`src/rtl/i2c_pkg.sv`:
```
// Shared definitions for the I2C master arbiter slice.
// Contents:
//   state_t          sequencer states (IDLE, ARB, LAUNCH, WAIT, REPORT, GUARD)
//   I2C_WORD_W       width of the word handed to the I2C master
//   DEF_*            default timing, derived from the master's clock divider
//   max_int()        constant helper used to size counters
package i2c_pkg;

   localparam int I2C_WORD_W   = 16;

   // The master toggles its I2C clock every I2C_HALF_DIV clk; one bit period
   // is two halves plus two cycles of edge overhead (502 clk).
   localparam int I2C_HALF_DIV = 250;
   localparam int I2C_BIT_CLKS = 2 * I2C_HALF_DIV + 2;

   // Start must survive two bit periods so the master's sampling sees it.
   localparam int DEF_START_HOLD = 2 * I2C_BIT_CLKS + 96;    // 1100
   // A full transfer is 22 bit periods; the rest is margin.
   localparam int DEF_TXN_CYCLES = 22 * I2C_BIT_CLKS + 956;  // 12000
   localparam int DEF_GAP        = 600;

   typedef enum logic [2:0] {
      IDLE,
      ARB,
      LAUNCH,
      WAIT,
      REPORT,
      GUARD
   } state_t;

   function automatic int max_int(input int a, input int b);
      return (a > b) ? a : b;
   endfunction

endpackage

```
`src/rtl/i2c_master_arbiter_if.sv`:
```
// Bundle between requesters, the arbiter and the I2C master.
// Requester side : req, req_word (word i at [16i+15:16i]), gnt, done, err
// Master side    : m_start_n (active low), m_word, m_ack, m_nack
// Modports:
//   master - the arbiter (drives grants, pulses and the master's inputs)
//   slave  - the environment (requesters plus the I2C master)
interface i2c_master_arbiter_if
   import i2c_pkg::*;
#(
   parameter int N_REQ = 4
);

   logic [N_REQ-1:0]            req;
   logic [I2C_WORD_W*N_REQ-1:0] req_word;
   logic [N_REQ-1:0]            gnt;
   logic [N_REQ-1:0]            done;
   logic [N_REQ-1:0]            err;
   logic                        m_start_n;
   logic [I2C_WORD_W-1:0]       m_word;
   logic                        m_ack;
   logic                        m_nack;

   modport master (
      input  req, req_word, m_ack, m_nack,
      output gnt, done, err, m_start_n, m_word
   );

   modport slave (
      output req, req_word, m_ack, m_nack,
      input  gnt, done, err, m_start_n, m_word
   );

endinterface

```
`src/rtl/i2c_master_arbiter_rr_arbiter.sv`:
```
// Combinational round-robin picker.
// Ports:
//   req   in   N_REQ  request vector
//   ptr   in   PTR_W  highest-priority position for this decision
//   grant out  N_REQ  one-hot winner, all zero when no request
//   idx   out  PTR_W  index of the winner (0 when no request)
// Search order is ptr, ptr+1, ..., N_REQ-1, 0, ..., ptr-1.
module rr_arbiter #(
   parameter  int N_REQ = 4,
   localparam int PTR_W = $clog2(N_REQ)
) (
   input  logic [N_REQ-1:0] req,
   input  logic [PTR_W-1:0] ptr,
   output logic [N_REQ-1:0] grant,
   output logic [PTR_W-1:0] idx
);

   always_comb begin
      logic [PTR_W-1:0] pos;
      logic             found;
      // NOTE: every variable gets a value before any branch, so no latch can be
      // inferred; blocking '=' is correct here because this is pure logic.
      grant = '0;
      idx   = '0;
      found = 1'b0;
      pos   = '0;
      for (int k = 0; k < N_REQ; k++) begin
         pos = PTR_W'((int'(ptr) + k) % N_REQ);
         if (!found && req[pos]) begin
            grant[pos] = 1'b1;
            idx        = pos;
            found      = 1'b1;
         end
      end
   end

endmodule

```
`src/rtl/i2c_master_arbiter.sv`:
```
// Shares one I2C master among N_REQ requesters.
// Ports:
//   clk   in   system clock
//   rst   in   synchronous active-high reset
//   bus   if   i2c_master_arbiter_if.master (requester and master signals)
//   busy  out  high in every state except IDLE
// One transfer: ARB picks a winner round-robin, LAUNCH holds m_start_n low
// for START_HOLD cycles, WAIT collects sticky ACK/NACK until TXN_CYCLES have
// elapsed since the grant, REPORT emits done/err, GUARD enforces bus-free
// time. Reset lands in GUARD with a full transfer length so a master
// transfer already in flight can drain.
module i2c_master_arbiter
   import i2c_pkg::*;
#(
   parameter int N_REQ      = 4,
   parameter int START_HOLD = DEF_START_HOLD,
   parameter int TXN_CYCLES = DEF_TXN_CYCLES,
   parameter int GAP        = DEF_GAP
) (
   input  logic                 clk,
   input  logic                 rst,
   i2c_master_arbiter_if.master bus,
   output logic                 busy
);

   localparam int PTR_W = $clog2(N_REQ);
   localparam int CNT_W = $clog2(max_int(TXN_CYCLES, GAP) + 1);

   state_t                 state;
   logic [CNT_W-1:0]       cnt;
   logic [PTR_W-1:0]       ptr;
   logic [PTR_W-1:0]       winner;
   logic                   ack_seen;
   logic                   nack_seen;

   logic [N_REQ-1:0]       arb_grant;
   logic [PTR_W-1:0]       arb_idx;
   logic [I2C_WORD_W-1:0]  words [N_REQ];

   rr_arbiter #(.N_REQ(N_REQ)) u_rr (
      .req   (bus.req),
      .ptr   (ptr),
      .grant (arb_grant),
      .idx   (arb_idx)
   );

   always_comb begin
      for (int k = 0; k < N_REQ; k++) begin
         words[k] = bus.req_word[k*I2C_WORD_W +: I2C_WORD_W];
      end
   end

   assign busy = (state != IDLE);

   // NOTE: all state and outputs use '<=' so every register sees the values
   // from before the edge, independent of statement order.
   always_ff @(posedge clk) begin
      // NOTE: reset covers every register; the FSM relies on known flags and
      // pointer values, and there is no storage array to exempt.
      if (rst) begin
         state         <= GUARD;
         cnt           <= CNT_W'(TXN_CYCLES);
         ptr           <= '0;
         winner        <= '0;
         ack_seen      <= 1'b0;
         nack_seen     <= 1'b0;
         bus.gnt       <= '0;
         bus.done      <= '0;
         bus.err       <= '0;
         bus.m_start_n <= 1'b1;
         bus.m_word    <= '0;
      end else begin
         // done/err are single-cycle pulses.
         bus.done <= '0;
         bus.err  <= '0;

         // ACK/NACK are collected from the first LAUNCH cycle onward.
         if (state == LAUNCH || state == WAIT) begin
            ack_seen  <= ack_seen  | bus.m_ack;
            nack_seen <= nack_seen | bus.m_nack;
         end

         case (state)
            IDLE: begin
               if (|bus.req) state <= ARB;
            end

            ARB: begin
               // The request may have dropped since IDLE; then nobody wins.
               if (|bus.req) begin
                  bus.gnt       <= arb_grant;
                  bus.m_word    <= words[arb_idx];
                  bus.m_start_n <= 1'b0;
                  winner        <= arb_idx;
                  ptr           <= (arb_idx == PTR_W'(N_REQ - 1)) ? '0 : arb_idx + 1'b1;
                  ack_seen      <= 1'b0;
                  nack_seen     <= 1'b0;
                  cnt           <= '0;
                  state         <= LAUNCH;
               end else begin
                  state <= IDLE;
               end
            end

            LAUNCH: begin
               // cnt keeps running into WAIT so it measures the whole transfer.
               cnt <= cnt + 1'b1;
               if (cnt == CNT_W'(START_HOLD - 1)) begin
                  bus.m_start_n <= 1'b1;
                  state         <= WAIT;
               end
            end

            WAIT: begin
               cnt <= cnt + 1'b1;
               if (cnt == CNT_W'(TXN_CYCLES - 1)) state <= REPORT;
            end

            REPORT: begin
               // Silence (no ACK at all) counts as a failure as well as NACK.
               bus.done[winner] <= 1'b1;
               bus.err[winner]  <= nack_seen | ~ack_seen;
               bus.gnt          <= '0;
               cnt              <= CNT_W'(GAP);
               state            <= GUARD;
            end

            GUARD: begin
               // Lasts exactly the loaded count; requests wait meanwhile.
               if (cnt <= CNT_W'(1)) begin
                  cnt   <= '0;
                  state <= IDLE;
               end else begin
                  cnt <= cnt - 1'b1;
               end
            end

            default: state <= IDLE;
         endcase
      end
   end

endmodule

```
`src/flat_wrapper.sv`:
```
// flat-port wrapper written by rule: the top's interface ports become plain ports
module i2c_master_arbiter_flat import i2c_pkg::*;
#(
   parameter int N_REQ      = 4,
   parameter int START_HOLD = DEF_START_HOLD,
   parameter int TXN_CYCLES = DEF_TXN_CYCLES,
   parameter int GAP        = DEF_GAP
)
  (clk, rst, busy, bus_req, bus_req_word, bus_m_ack, bus_m_nack, bus_gnt, bus_done, bus_err, bus_m_start_n, bus_m_word);
  i2c_master_arbiter_if #(.N_REQ(N_REQ)) bus_i ();
  input  logic clk;
  input  logic rst;
  output logic busy;
  input wire logic [$bits(bus_i.req)-1:0] bus_req;
  input wire logic [$bits(bus_i.req_word)-1:0] bus_req_word;
  input wire logic [$bits(bus_i.m_ack)-1:0] bus_m_ack;
  input wire logic [$bits(bus_i.m_nack)-1:0] bus_m_nack;
  output wire logic [$bits(bus_i.gnt)-1:0] bus_gnt;
  output wire logic [$bits(bus_i.done)-1:0] bus_done;
  output wire logic [$bits(bus_i.err)-1:0] bus_err;
  output wire logic [$bits(bus_i.m_start_n)-1:0] bus_m_start_n;
  output wire logic [$bits(bus_i.m_word)-1:0] bus_m_word;
  assign bus_i.req = bus_req;
  assign bus_i.req_word = bus_req_word;
  assign bus_i.m_ack = bus_m_ack;
  assign bus_i.m_nack = bus_m_nack;
  assign bus_gnt = bus_i.gnt;
  assign bus_done = bus_i.done;
  assign bus_err = bus_i.err;
  assign bus_m_start_n = bus_i.m_start_n;
  assign bus_m_word = bus_i.m_word;
  i2c_master_arbiter #(.N_REQ(N_REQ), .START_HOLD(START_HOLD), .TXN_CYCLES(TXN_CYCLES), .GAP(GAP)) u_core (.clk(clk), .rst(rst), .bus(bus_i), .busy(busy));
endmodule
```
`config.mk`:
```
export PLATFORM = sky130hd
export DESIGN_NAME = i2c_master_arbiter_flat
export DESIGN_NICKNAME = d
export VERILOG_FILES = /design/src/rtl/i2c_pkg.sv /design/src/rtl/i2c_master_arbiter_if.sv /design/src/rtl/i2c_master_arbiter_rr_arbiter.sv /design/src/rtl/i2c_master_arbiter.sv /design/src/flat_wrapper.sv
export SDC_FILE = /design/constraint.sdc
export NUM_CORES = 1
export LEC_CHECK = 0
export ABC_AREA = 1
export BUFFER_PORTS_ARGS = -buffer_cell sky130_fd_sc_hd__buf_4
export CAP_MARGIN = 20
export CORE_MARGIN = 2
export CORE_UTILIZATION = 45
export DETAILED_ROUTE_END_ITERATION = 16
export PLACE_DENSITY = 0.74
export SLEW_MARGIN = 10
export SYNTH_ARGS = -nofsm -noshare
export SYNTH_HDL_FRONTEND = slang
export SYNTH_SLANG_ARGS = --single-unit
```
`constraint.sdc`:
```
create_clock -name clk -period 2.3 [get_ports clk]
set_clock_uncertainty 0.2 [all_clocks]
set_input_delay 0.69 -clock clk [delete_from_list [all_inputs] [get_ports clk]]
set_output_delay 0.69 -clock clk [all_outputs]
set_load 0.02 [all_outputs]
```
* Yosys cells after proc, flatten, opt, wreduce, memory -nomap -nowiden *
Index checks and enable logic that the tools add are counted.

operators by class
  add/sub/neg operators = 6
  multiply operators = 0
  divide/modulo/power cells = 0
  magnitude comparators = 12
  equality and inequality tests = 13
  shift operators = 0
  multiplexer cells = 53
  bitwise gates (word level) = 10
  reductions and logical operators = 25

operators by type and width
  kind                     count
  $pmux W14 S4             1
  $bmux W16 S2             1
  $mux W16                 2
  $mux W14                 2
  $mux W1                  20
  $mux W4                  5
  $pmux W3 S6              1
  $lt A2 B3 Y1 const B     5
  $add A14 B1 Y14 const B  1
  $eq A14 B11 Y1 const B   1
  $eq A14 B14 Y1 const B   1
  $le A14 B1 Y1 const B    1
  $sub A14 B1 Y14 const B  1
  $mux W2                  6
  $mux W3                  4
  $or A4 B4 Y4             3
  $demux W1 S2             5
  $ge A2 B1 Y1 const B     5
  $bmux W1 S2              4
  $logic_and A1 B1 Y1      8
  $pmux W4 S2              1
  $eq A3 B2 Y1 const B     2
  $eq A3 B3 Y1 const B     2
  $ne A2 B1 Y1 const B     3
  22 further kinds         34

storage, ports and cells
  register bits after elaboration = 52
  bits in latches = 0
  RAM bits = 0
  memory bits (read-only) = 0
  input bits = 72
  output and inout bits = 30
  logic and storage cells = 130
  memories kept = 0

* Logic depth before layout (Yosys ltp) *
  depth after elaboration = 16
  mapped depth = 18
  gate-level depth less buffers = 16

* Cells and area by module *
Synthesis repeated with hierarchy kept, for this count alone.

second synthesis, totals
  cell total of the unflattened synthesis = 576
  area total of the unflattened synthesis = 3848.7 um2

by module, submodules not included
  module              times used  cells each  area an instance (um2)  seq. area each (um2)
  i2c_master_arbiter  1           494         3333.2                  1041.0
  rr_arbiter          1           82          515.5                   0.0

* Worst setup path before layout *
OpenSTA, ideal clock, no wires.

  path kind = flip-flop to flip-flop
  start = register u_core.ptr[0]
  end = register u_core.bus.m_word[9]
  library setup time = 0.109 ns
  arrival time = 2.002 ns
  data required time = 1.991 ns
  slack = -0.011 ns
  stages on the path, launching flop included = 18
  buffers on the path = 2
  clock period less this slack = 2.311 ns
  path through = dfxtp_1 -> buf_6 -> inv_6 -> ha_1 -> inv_1 -> nand3_1 -> nand2_2 -> nor2_4 -> nand2_1 -> nand2_1 -> nand2_2 -> nand2_4 -> buf_6 -> nand2_1 -> nand3_1 -> nand3_1 -> nand2_1 -> inv_1

between the ends
  cells in the longest elaborated chain, start to end = 16
  elaborated cells on any way between the ends = 28
  classes of those cells = 3 x add/sub; 18 x mux; 1 x bitwise; 6 x reduce/logical

ends and longest elaborated chain
  item                                                                    RTL line                             RTL
  from (decl)                                                             i2c_master_arbiter.sv:31             logic [PTR_W-1:0] ptr;
  from (signal assigned)                                                  i2c_master_arbiter.sv:95             ptr <= (arb_idx == PTR_W'(N_REQ - 1)) ? '0 : arb_idx + 1'b1;
  parallel branches: the longest is 11 deep, another holds $add A2 B1 Y2  --
  $mux W2 *                                                               i2c_master_arbiter_rr_arbiter.sv:29  if (!found && req[pos]) begin
  $not A2 Y3 (implied by the code) *                                      i2c_master_arbiter.sv:92             bus.m_word <= words[arb_idx];
  $bmux W16 S2 *                                                          i2c_master_arbiter.sv:92
  $mux W16 (implied by the code) * (2 in a row)                           i2c_master_arbiter.sv:92
  to (signal assigned)                                                    i2c_master_arbiter.sv:92
  to (decl)                                                               i2c_master_arbiter_if.sv:25          output gnt, done, err, m_start_n, m_word

Mark *: on every way between the ends. The select of a mux whose other input is x is not followed.
A chain may end at the register's enable or synchronous reset.

* Worst setup path after layout *
  start = input bus_req[2]
  end = register u_core.bus.m_word[3]

between the ends
  cells in the longest elaborated chain, start to end = 16
  elaborated cells on any way between the ends = 27
  classes of those cells = 18 x mux; 1 x bitwise; 8 x reduce/logical

ends and longest elaborated chain
  item                                         RTL line                             RTL
  from (decl)                                  flat_wrapper.sv:14                   input wire logic [$bits(bus_i.req)-1:0] bus_req;
  $bmux W1 S2                                  i2c_master_arbiter_rr_arbiter.sv:29
  $mux W1 (implied by the code)                i2c_master_arbiter_rr_arbiter.sv:29
  $mux W1                                      i2c_master_arbiter_rr_arbiter.sv:29
  $logic_not A1 Y1                             i2c_master_arbiter_rr_arbiter.sv:29
  $logic_and A1 B1 Y1                          i2c_master_arbiter_rr_arbiter.sv:29
  $mux W1                                      i2c_master_arbiter_rr_arbiter.sv:29
  $logic_not A1 Y1                             i2c_master_arbiter_rr_arbiter.sv:29
  $logic_and A1 B1 Y1                          i2c_master_arbiter_rr_arbiter.sv:29
  $mux W1                                      i2c_master_arbiter_rr_arbiter.sv:29
  $logic_not A1 Y1                             i2c_master_arbiter_rr_arbiter.sv:29
  $logic_and A1 B1 Y1                          i2c_master_arbiter_rr_arbiter.sv:29
  $mux W2                                      i2c_master_arbiter_rr_arbiter.sv:29
  $not A2 Y3 (implied by the code)             i2c_master_arbiter.sv:92
  $bmux W16 S2                                 i2c_master_arbiter.sv:92
  $mux W16 (implied by the code) (2 in a row)  i2c_master_arbiter.sv:92

Several ways; a longest one is shown, not always the timed one. The select of a mux whose other input is x is not followed.

==> metrics.md <==
| Metric | Value |
|---|---|
| Pint | 3.63 mW |
| Max IR drop VDD | 0.808 mV |
| Clk_lat worst skew | 0.32 ns |
| Post-Syn Nets | 688 |
| Post-DP HPWL | 8760 um |
| XOR/XNOR share of the synthesized area | 0.0228 |
| Worst reg2reg path startpoint | u_core.ptr[0] |
| Final net count | 814 |
| Largest family of logic cells by synthesized area | simple AND/OR/NAND/NOR gates |
| Worst reg2reg path depth | 15 |
| Crit. End Element | flop |
| TritonCTS Sinks | 52 |
| Layout cell share with drive strength beyond 1 | 0.258 |
| Net Sw Frac | 0.499 |
| CP Launch Point | bus_req[2] |
| Clock power frac | 0.078 |
| Synthesized-area fraction occupied by adder cells | 0.0359 |
| Min-delay src | u_core.bus.gnt[3] |
| Number of distinct library cells after synthesis | 42 |
| DRC Markers | 0 |
| Max-slew headroom | 0.782 |
| Vias in the first global route | 4,142 |
| Total Power | 7.24 mW |
| Largest net degree at the start of global routing | 29 |
| Worst-path clk slew | 0.10 ns |
| Critical path buffers and inverters | 5 |
| CP Data Arrival Time | 2.23 ns |
| TritonCTS Buffers | 5 |
| RSZ-0062 raised after global routing | no |
| CORE AREA | 8260 um^2 |
| Die Wd | 96.4 um |
| Global-route wire length before repair | 18,800 um |
| Delay-heaviest family, CP | simple AND/OR/NAND/NOR gates |
| Reg2Reg Setup Slack | 0.10 ns |
| DRT iter0 DRCs | 251 |
| Combinational power share | 0.719 |
| # setup viols final | 0 |
| Die H | 96.4 um |
| Power per cell area | 1410 nW/um^2 |
| Routed wire length | 11,400 um |
| GRT Util Overall | 0.253 |
| Cell count along the critical path | 15 |
| Status | finished, final reports clean |
| Clock tree buffer depth | 2 |
| Slowest CP cell | o21ai_2 |
| Antenna violations before repair | 0 |
| Req. time, crit path | 2.32 ns |
| Clock Tree Root | clkbuf_8 |
| Mux cell area share after synthesis | 0 |
| Routed WL per cell | 13.6 um |
| Area Overhead vs Synth | 33.7% |
| Post-Layout Cell Count | 837 |
| Final Util | 0.622 |
| Psw | 3.62 mW |
| Rows | 33 |
| Pre-CTS WS | -0.217 ns |
| Crit path to | u_core.bus.m_word[3] |
| Initial Util | 0.465 |
| Final Hold Fails | 0 |
| Diodes inserted | 0 |
| Gr ovfl total | 0 |
| Max FO, Critical Path | 6 |
| Leak | 2.65 nW |
| Most frequent cells in the layout | buf_4, nand2_1, inv_1 |
| H-tree levels | 2 |
| Setup ws final | 0.0888 ns |
| Flop pwr share | 0.203 |
| Cells after Synth | 605 |
| Yosys reg bits | 52 |
| DRT Pass-1 Iters | 5 |
| ANT nets after route | 0 |
| Die ar. | 9290 um^2 |
| Vias/cell | 5.27 |
| Final Slew Violations | 0 |
| Netlist Area Pre-Place | 3840 um^2 |
| CP cell instances | buf_4 -> inv_1 -> nand2_1 -> nand3_1 -> nand2_4 -> o21ai_2 -> nand2_2 -> nand2_4 -> buf_4 -> clkbuf_16 -> nand3b_1 -> nand3_1 -> nand3_1 -> nand2_1 -> inv_1 |
| Tmin final | 2.21 ns |
| I/O Buffers | 101 |
| CTS tree | yes |
| Setup_tns | 0 ns |
| Crit Reg-Reg Endpoint | u_core.bus.m_word[3] |
| Final hold slack | 0.278 ns |
| Syn_area_per_cell | 6.34 um^2 |
| Slew @ Worst Pin | 0.325 ns |
| Critical path's most frequent cell | nand3_1 |
| Synth Area in Simple Gates | 0.420 |
| DP Cell Count | 823 |
| IO Pins | 102 |
| CP Launch Type | input pin |
| Commonest non-fill, non-tap cell in the layout | buf_4 |
| Synth Area in Compound Gates | 0.107 |
| Max-Cap Viols | 0 |
| Synth warn | 0 |
| Tcrit/Tclk final | 0.961 |
| Sequential cell area fraction in the yosys report | 0.271 |
| Crit path kind | in -> reg |
| Worst hold path class | reg -> reg |
| Final instance area | 5130 um^2 |
| Max Fclk | 452 MHz |
| RePlAce Congestion | 0.940 |
| Via count | 4,408 |
| CP max stage delay | 0.17 ns |
| Dpl cell area | 4870 um^2 |
## layer usage
metal	vias to the layer above	routed length [um]	GRT usage
li1	2201	-	-
met1	2001	4970	0.320
met2	187	5380	0.433
met3	19	852	0.0587
met4	0	199	0.0622
met5	-	0	0
## worst reg2reg max path, delay by kind of cell, from the launching register on
family / cells / cell delay, ns
adders and majority gates: 1 / 0.29
and+or+nand+nor: 8 / 0.71
DFF: 1 / 0.39
buffers and inverters: 5 / 0.39
AOI/OAI and AO/OA: 1 / 0.14
## synth_stat cells
cell	number	area, um^2
inv_2	3	11.3
nand2_1	135	507
xor2_1	9	78.8
a21oi_1	21	105
nor2_8	1	20.0
dfxtp_1	52	1040
clkbuf_1	7	26.3
buf_4	2	15.0
a41oi_1	1	8.76
o211ai_1	7	52.6
nor3_1	15	75.1
a221o_1	1	10.0
inv_6	1	8.76
nand3_1	66	330
o2111ai_1	2	17.5
o21ai_1	2	10.0
ha_1	11	138
nor2_4	1	11.3
nand4_1	8	50.1
nand3b_1	28	210
buf_8	1	15.0
nand4_4	1	21.3
a211oi_1	2	15.0
nor2_1	60	225
clkinv_1	1	3.75
o311ai_0	1	8.76
nand2_2	10	62.6
a31oi_1	2	12.5
o21ai_0	20	100
o31ai_1	1	7.51
nand2_4	3	33.8
nand3_2	1	10.0
buf_6	4	45.0
o221ai_1	5	43.8
xnor2_1	1	8.76
inv_1	99	372
nor4_1	5	31.3
inv_4	1	6.26
a21boi_1	1	7.51
buf_2	9	45.0
nand4_2	2	25.0
o22ai_1	2	12.5
## power by group through the flow
stage	combinational, mW	sequential (mW)	clock (mW)
CTS	4.71	1.45	0.577
global placement	4.57	1.46	0
floorplan	3.12	1.58	0
detailed placement	4.65	1.47	0
finish	5.21	1.47	0.566
global route	5.76	1.51	0.600
## how the worst min path moves through the flow
| stage | end | slack, ns | depth (start not counted) |
|---|---|---|---|
| floorplan | u_core.ack_seen | 0.25 | 2 |
| CTS | u_core.bus.gnt[3] | 0.28 | 2 |
| global route | u_core.bus.gnt[0] | 0.30 | 2 |
| global placement | u_core.bus.gnt[2] | 0.26 | 2 |
| detailed placement | u_core.bus.gnt[3] | 0.26 | 2 |
| finish | u_core.bus.gnt[3] | 0.28 | 2 |
## layout make-up
cell class	count	area, um^2
fill	753	3120
clock inverter	3	26.3
inverter	105	402
multi-input combinational	425	2310
timing repair buffer	142	1150
clock buffer	5	68.8
tap	105	131
sequential	52	1050
## cells by family (layout without fill, tap and decap cells)
family,count (synthesis),count (layout)
buf+inv,128,255
xor+xnor,10,10
simple gates,336,336
flops,52,52
fa+ha+maj,11,11
compound gates,68,68
## state kept, by name (all words and copies together) (netlist names)
signal / count
u_core.bus.done: 4
u_core.cnt: 14
u_core.ptr: 2
u_core.bus.gnt: 4
u_core.bus.err: 4
u_core.bus.m_start_n: 1
u_core.state: 3
u_core.nack_seen: 1
u_core.winner: 2
u_core.ack_seen: 1
u_core.bus.m_word: 16
## timing repair
| item | in CTS | in global routing |
|---|---|---|
| setup buffers | 0 | 4 |
| setup endpoints to repair | 12 | 20 |
| gates cloned | 0 | 2 |
| endpoints found under the hold margin | 0 | 0 |
| pin swaps | 0 | 6 |
| hold buffers | 0 | 0 |
| gates resized for setup | 2 | 22 |
No activity file was read; power rests on OpenSTA's default activity.
